[config.mk]
export PLATFORM = sky130hd
export DESIGN_NAME = frame_swap_ctrl
export DESIGN_NICKNAME = d
export VERILOG_FILES = /design/src/rtl/frame_swap_pkg.sv /design/src/rtl/vsync_edge_sync.sv /design/src/rtl/frame_swap_ctrl.sv
export SDC_FILE = /design/constraint.sdc
export NUM_CORES = 1
export LEC_CHECK = 0
export ABC_AREA = 1
export BUFFER_PORTS_ARGS = -buffer_cell sky130_fd_sc_hd__buf_2
export CAP_MARGIN = 5
export CORE_MARGIN = 2
export CORE_UTILIZATION = 59
export CTS_CLUSTER_DIAMETER = 40
export DETAILED_ROUTE_END_ITERATION = 12
export PLACE_DENSITY_LB_ADDON = 0.12
export SLEW_MARGIN = 10
export SYNTH_ARGS = -nofsm -noshare
export SYNTH_HDL_FRONTEND = slang
export SYNTH_HIERARCHICAL = 1
export SYNTH_SLANG_ARGS = --single-unit
export TNS_END_PERCENT = 1
[constraint.sdc]
create_clock -name CLK -period 3.5 [get_ports CLK]
set_clock_uncertainty 0.1 [all_clocks]
set_input_delay 0.35 -clock CLK [delete_from_list [all_inputs] [get_ports CLK]]
set_output_delay 0.35 -clock CLK [all_outputs]
set_load 0.01 [all_outputs]
[src/rtl/frame_swap_pkg.sv]
// frame_swap_pkg
//   Shared definitions for the frame-buffer ownership controller:
//   swap-mode encodings, the largest supported buffer count and a helper
//   that picks a free buffer index.
package frame_swap_pkg;

  // Swap mode encodings as presented on the mode input.
  localparam logic [1:0] MODE_IMMEDIATE = 2'd0;
  localparam logic [1:0] MODE_VSYNC     = 2'd1;
  localparam logic [1:0] MODE_MAILBOX   = 2'd2;
  localparam logic [1:0] MODE_RESERVED  = 2'd3;

  // Largest buffer count the controller is built for.
  localparam int MAX_BUFS = 4;

  // Lowest buffer index below num_bufs that is neither a nor b.
  // Scanning downwards lets the last hit (the lowest index) win.
  function automatic int free_idx(input int num_bufs, input int a, input int b);
    free_idx = 0;
    for (int i = MAX_BUFS - 1; i >= 0; i--) begin
      if (i < num_bufs && i != a && i != b) begin
        free_idx = i;
      end
    end
  endfunction

endpackage

[src/rtl/vsync_edge_sync.sv]
// vsync_edge_sync
//   Brings the asynchronous vsync pulse into the CLK domain and produces a
//   one-cycle strobe on the trailing edge of the active pulse.
//   Ports:
//     CLK      in  system clock
//     rst      in  synchronous active-high reset
//     vsync    in  asynchronous vsync from the timing generator
//     vs_event out one-cycle strobe, trailing edge of the active pulse
module vsync_edge_sync #(
  parameter int SYNC_STAGES   = 2,
  parameter bit VS_ACTIVE_LOW = 1'b1
) (
  input  logic CLK,
  input  logic rst,
  input  logic vsync,
  output logic vs_event
);

  // Polarity is normalised in front of the first flop so the chain always
  // carries "pulse active"; a cleared chain then reads as "no pulse" and
  // leaving reset can never fake a trailing edge.
  logic vs_active;
  assign vs_active = VS_ACTIVE_LOW ? ~vsync : vsync;

  logic [SYNC_STAGES-1:0] sync_reg;
  logic                   last_reg;

  always_ff @(posedge CLK) begin
    if (rst) begin
      sync_reg <= '0;
      last_reg <= 1'b0;
    end else begin
      sync_reg <= {sync_reg[SYNC_STAGES-2:0], vs_active};
      last_reg <= sync_reg[SYNC_STAGES-1];
    end
  end

  // Active in the previous cycle, inactive now: the pulse just ended.
  assign vs_event = last_reg & ~sync_reg[SYNC_STAGES-1];

endmodule

[src/rtl/frame_swap_ctrl.sv]
// frame_swap_ctrl
//   Frame-buffer ownership controller. Tracks the buffer scanned out
//   (front), the buffer being rendered (back) and, in mailbox mode, one
//   completed frame waiting for display (ready). Swaps happen immediately
//   or on the vsync trailing edge.
//   Ports:
//     CLK        in  system clock
//     rst        in  synchronous active-high reset
//     vsync      in  asynchronous vsync
//     mode       in  0 immediate, 1 vsync, 2 mailbox, 3 treated as vsync
//     swap_req   in  renderer finished the back buffer (strobe)
//     back_valid out renderer may write back_idx
//     back_idx   out buffer owned by the renderer
//     front_idx  out buffer owned by scanout
//     swap_ack   out pulse on the edge front_idx changes
//     pending    out completed frame waiting for vsync
//     frame_cnt  out vsync event count, wraps
//     drop_cnt   out mailbox frames overwritten unseen, saturates
module frame_swap_ctrl
  import frame_swap_pkg::*;
#(
  parameter int NUM_BUFS      = 3,
  parameter bit VS_ACTIVE_LOW = 1'b1,
  parameter int SYNC_STAGES   = 2,
  parameter int CNT_W         = 16,
  // Derived from NUM_BUFS; not meant to be overridden.
  parameter int IDX_W         = (NUM_BUFS > 2) ? $clog2(NUM_BUFS) : 1
) (
  input  logic             CLK,
  input  logic             rst,
  input  logic             vsync,
  input  logic [1:0]       mode,
  input  logic             swap_req,
  output logic             back_valid,
  output logic [IDX_W-1:0] back_idx,
  output logic [IDX_W-1:0] front_idx,
  output logic             swap_ack,
  output logic             pending,
  output logic [CNT_W-1:0] frame_cnt,
  output logic [CNT_W-1:0] drop_cnt
);

  logic vs_event;

  vsync_edge_sync #(
    .SYNC_STAGES  (SYNC_STAGES),
    .VS_ACTIVE_LOW(VS_ACTIVE_LOW)
  ) u_vsync_edge_sync (
    .CLK     (CLK),
    .rst     (rst),
    .vsync   (vsync),
    .vs_event(vs_event)
  );

  // pending_reg means "a completed frame is queued": in vsync mode it is
  // the back buffer handed over, in mailbox mode it is ready_reg valid.
  // Mode only changes while nothing is queued, so one flag serves both.
  logic [IDX_W-1:0] front_reg,     front_next;
  logic [IDX_W-1:0] back_reg,      back_next;
  logic [IDX_W-1:0] ready_reg,     ready_next;
  logic             back_valid_reg, back_valid_next;
  logic             pending_reg,   pending_next;
  logic             swap_ack_reg,  swap_ack_next;
  logic [CNT_W-1:0] frame_cnt_reg, frame_cnt_next;
  logic [CNT_W-1:0] drop_cnt_reg,  drop_cnt_next;
  logic [1:0]       mode_q_reg,    mode_q_next;

  logic [1:0]       eff_mode;
  logic             idle;
  logic             accept;
  logic [IDX_W-1:0] spare_idx;

  // Reserved encoding, and mailbox without a third buffer, fall back to
  // plain vsync-aligned double buffering.
  always_comb begin
    eff_mode = mode_q_reg;
    if (mode_q_reg == MODE_RESERVED) begin
      eff_mode = MODE_VSYNC;
    end
    if (mode_q_reg == MODE_MAILBOX && NUM_BUFS < 3) begin
      eff_mode = MODE_VSYNC;
    end
  end

  assign idle      = back_valid_reg & ~pending_reg;
  assign accept    = swap_req & back_valid_reg;
  assign spare_idx = IDX_W'(free_idx(NUM_BUFS, int'(front_reg), int'(back_reg)));

  always_comb begin
    front_next      = front_reg;
    back_next       = back_reg;
    ready_next      = ready_reg;
    back_valid_next = back_valid_reg;
    pending_next    = pending_reg;
    swap_ack_next   = 1'b0;
    frame_cnt_next  = frame_cnt_reg;
    drop_cnt_next   = drop_cnt_reg;
    mode_q_next     = idle ? mode : mode_q_reg;

    if (vs_event) begin
      frame_cnt_next = frame_cnt_reg + CNT_W'(1);
    end

    case (eff_mode)
      MODE_IMMEDIATE: begin
        if (accept) begin
          front_next    = back_reg;
          back_next     = front_reg;
          swap_ack_next = 1'b1;
        end
      end

      MODE_MAILBOX: begin
        if (accept) begin
          ready_next   = back_reg;
          pending_next = 1'b1;
          if (pending_reg && vs_event) begin
            // Queued frame goes on screen while the new one takes its
            // place; the retired front becomes the render target.
            front_next    = ready_reg;
            back_next     = front_reg;
            swap_ack_next = 1'b1;
          end else if (pending_reg) begin
            // Queued frame never reached the screen: recycle it.
            back_next = ready_reg;
            if (drop_cnt_reg != '1) begin
              drop_cnt_next = drop_cnt_reg + CNT_W'(1);
            end
          end else begin
            back_next = spare_idx;
          end
        end else if (vs_event && pending_reg) begin
          // Old front is simply released; it becomes the spare buffer.
          front_next    = ready_reg;
          pending_next  = 1'b0;
          swap_ack_next = 1'b1;
        end
      end

      default: begin
        // A request in the same cycle as vs_event only arms the swap; it
        // completes at the following vs_event.
        if (pending_reg && vs_event) begin
          front_next      = back_reg;
          back_next       = front_reg;
          pending_next    = 1'b0;
          back_valid_next = 1'b1;
          swap_ack_next   = 1'b1;
        end else if (accept) begin
          pending_next    = 1'b1;
          back_valid_next = 1'b0;
        end
      end
    endcase
  end

  always_ff @(posedge CLK) begin
    if (rst) begin
      front_reg      <= IDX_W'(0);
      back_reg       <= IDX_W'(1);
      ready_reg      <= '0;
      back_valid_reg <= 1'b1;
      pending_reg    <= 1'b0;
      swap_ack_reg   <= 1'b0;
      frame_cnt_reg  <= '0;
      drop_cnt_reg   <= '0;
      mode_q_reg     <= MODE_VSYNC;
    end else begin
      front_reg      <= front_next;
      back_reg       <= back_next;
      ready_reg      <= ready_next;
      back_valid_reg <= back_valid_next;
      pending_reg    <= pending_next;
      swap_ack_reg   <= swap_ack_next;
      frame_cnt_reg  <= frame_cnt_next;
      drop_cnt_reg   <= drop_cnt_next;
      mode_q_reg     <= mode_q_next;
    end
  end

  assign back_valid = back_valid_reg;
  assign back_idx   = back_reg;
  assign front_idx  = front_reg;
  assign swap_ack   = swap_ack_reg;
  assign pending    = pending_reg;
  assign frame_cnt  = frame_cnt_reg;
  assign drop_cnt   = drop_cnt_reg;

endmodule

==> impl_metrics.tcl <==
set metrics [dict create \
    h-tree-depth 2 \
    p_per_area_nw_per_um2 352 \
    stdcell_count 444 \
    setup_violations 0 \
    synth_nets 357 \
    totalWireLength_um 5110 \
    syn_inst 349 \
    power_leakage_nw 1.16 \
    root_buffer "clkbuf_8" \
    detail_route.iter0.violations 142 \
    clk_pin_slew_ps 90 \
    ys_seq_elements 46 \
    cap_viol_max_count 0 \
    gp_congestion 0.881 \
    synth.avg_cell_area_um2 6.99 \
    nets 401 \
    synth_area_um2 2440 \
    tightest_slew_ps 723 \
    grt_pass1_vias 1966 \
    yosysMostFrequentCell "nand2_1" \
    cts-buffers-inserted 5 \
    final-max-slew-violation-count 0 \
    fillers 357 \
    postCtsSetupRepairBufs 0 \
    clkSinkCount 46 \
    dr_total_vias 2292 \
    grt_pass1_wl_um 8480 \
    cp.arrival_ps 2050 \
    ys_top_cells_by_count "nand2_1 (81), nor2_1 (50), dfxtp_1 (46)" \
    track_usage_pct 23.9 \
    drc 0 \
    fin_tns_setup_ps 0 \
    dp_cells 436 \
    synth_edf_count 0 \
    routedWlPerCell_um 11.5 \
    async_flop_share_pct 0 \
    diodes 0 \
    cts_tree "built" \
    grt-ovfl-total 0 \
    grt_setup_unrepaired "no" \
    synth_top_area_share_pct 37.7 \
    cp_slowest_cell "nor2_1" \
    clock_latency_ps 300 \
    ios 45 \
    die_y_um 68.3 \
    core_um2 4000 \
    setup_ws_ps 1570 \
    num_rows 23 \
    synth_area_leaders "dfxtp_1 (38%), nand2_1 (12%), nor2_1 (7.7%), a21oi_1 (5.9%), inv_1 (5.2%)" \
    syn_to_final_growth_pct 13.2 \
    critPathMaxFanout 8 \
    cts_resized 0 \
    post-route-min-period_ps 1930 \
    drive_above_1_share_pct 21.8 \
    status "finished, final reports clean" \
    crit_type "reg -> reg" \
    ff2ff_path_depth 8 \
    first_pass_iters 4 \
    synth_ff_type "dfxtp_1" \
    io_buffers 44 \
    avgViaCountPerCell 5.16 \
    dp_hpwl_um 3730 \
    cp_slowest_stage_delay_ps 460 \
    peakVddDrop_uv 246 \
    whs_path_depth 2 \
    initial_utilization_pct 61.0 \
    yosysUniqueCellTypes 32 \
    hp-class "in -> reg" \
    die-area_um2 4670 \
    synth_warnings 6 \
    min_period_over_period_pct 55.1 \
    fmax_mhz 518 \
    drt.antenna.violating_nets 0 \
    path_common_cell "nor2_1" \
    hold_viol_final 0 \
    synth_top_cell_by_area "dfxtp_1" \
    detailedPlace.worstSlack_ps 1570 \
    relSlewSlack_pct 51.8 \
    required_ps 3620 \
    worstPathCellList "inv_1, nor2_1, nand2_2, nor2_4, nand3_1, nor2_1, o21ai_0, a21oi_1" \
    die_x_um 68.3 \
    cts_hold_buf 0 \
    grt_max_degree 27 \
    clock_path_buffers 2 \
    worst_setup_path_end_kind "flop" \
    antenna_found_initial 0 \
    ys_seq_area_share_pct 37.7 \
    startpoint_type "flop" \
]
==> placed cells by master, fill, tap and decap left out, types with 6 or more instances in the layout <==
master	synthesis	routed
nor2_1	50	50
a21oi_1	29	29
buf_2	0	44
inv_1	34	34
nand2_2	9	9
dfxtp_1	46	46
nand3_1	21	21
o21ai_0	23	23
nand2_1	81	81
clkbuf_8	0	6
a21oi_2	6	6
==> worst max-delay path: cells and delay by family (launching register included) <==
kind            cells  cell delay [ps]
simple gates        5             1120
flops               1              320
compound gates      2              270
buf+inv             1               30
==> final timing paths <==
check	startpoint	to	slack [ps]
setup / recovery	u_vsync_edge_sync/last_reg$_SDFF_PP0_	frame_cnt[11]$_SDFFE_PP0P_	1570
hold / removal	vsync	u_vsync_edge_sync/sync_reg[0]$_SDFF_PP0_	90
setup reg to reg	u_vsync_edge_sync/last_reg$_SDFF_PP0_	frame_cnt[11]$_SDFFE_PP0P_	1570
hold reg to reg	u_vsync_edge_sync/sync_reg[0]$_SDFF_PP0_	u_vsync_edge_sync/sync_reg[1]$_SDFF_PP0_	310
==> per-layer routing <==
layer | vias up | global-route usage [%] | wire length [um]
li1 | 1217 | - | -
met1 | 1016 | 29.6 | 2350
met2 | 54 | 40.5 | 2460
met3 | 5 | 5.92 | 259
met4 | 0 | 7.50 | 44
met5 | - | 0 | 0
==> report_power, final <==
part,internal [mW],switching (mW)
Combinational,0.0295,0.0553
Clock,0.160,0.174
Sequential,0.537,0.0159
==> cell families after synthesis <==
logic type               synth area share, %
AND/OR/NAND/NOR                         36.4
adder cells (fa/ha/maj)                 1.03
XOR/XNOR                               0.718
AO/OA/AOI/OAI                           16.0
flip-flops                              37.7
buffers and inverters                   8.10
==> final cells by class <==
class | count | area [um^2] | area share [%]
inverter | 38 | 145 | 5.26
tap | 50 | 62.6 | 2.27
multi-input combinational | 258 | 1320 | 47.8
clock buffer | 7 | 86.3 | 3.13
sequential | 46 | 921 | 33.3
clock inverter | 1 | 5.00 | 0.181
timing repair buffer | 44 | 220 | 7.97
==> metrics by stage <==
stage / hold WS (ps) / cell area (um^2) / total power, mW / utilization, %
after detailed placement: 301 / 2670 / 0.650 / 66.8
after global routing: 87.5 / 2760 / 1.01 / 69.0
after CTS: 89.7 / 2760 / 0.979 / 69.0
final: 94.7 / 2760 / 0.971 / 69.0
after global placement: 297 / 2670 / 0.647 / 66.8
after floorplan: 288 / 2440 / 0.626 / -
No activity file was read; power rests on OpenSTA's default activity.
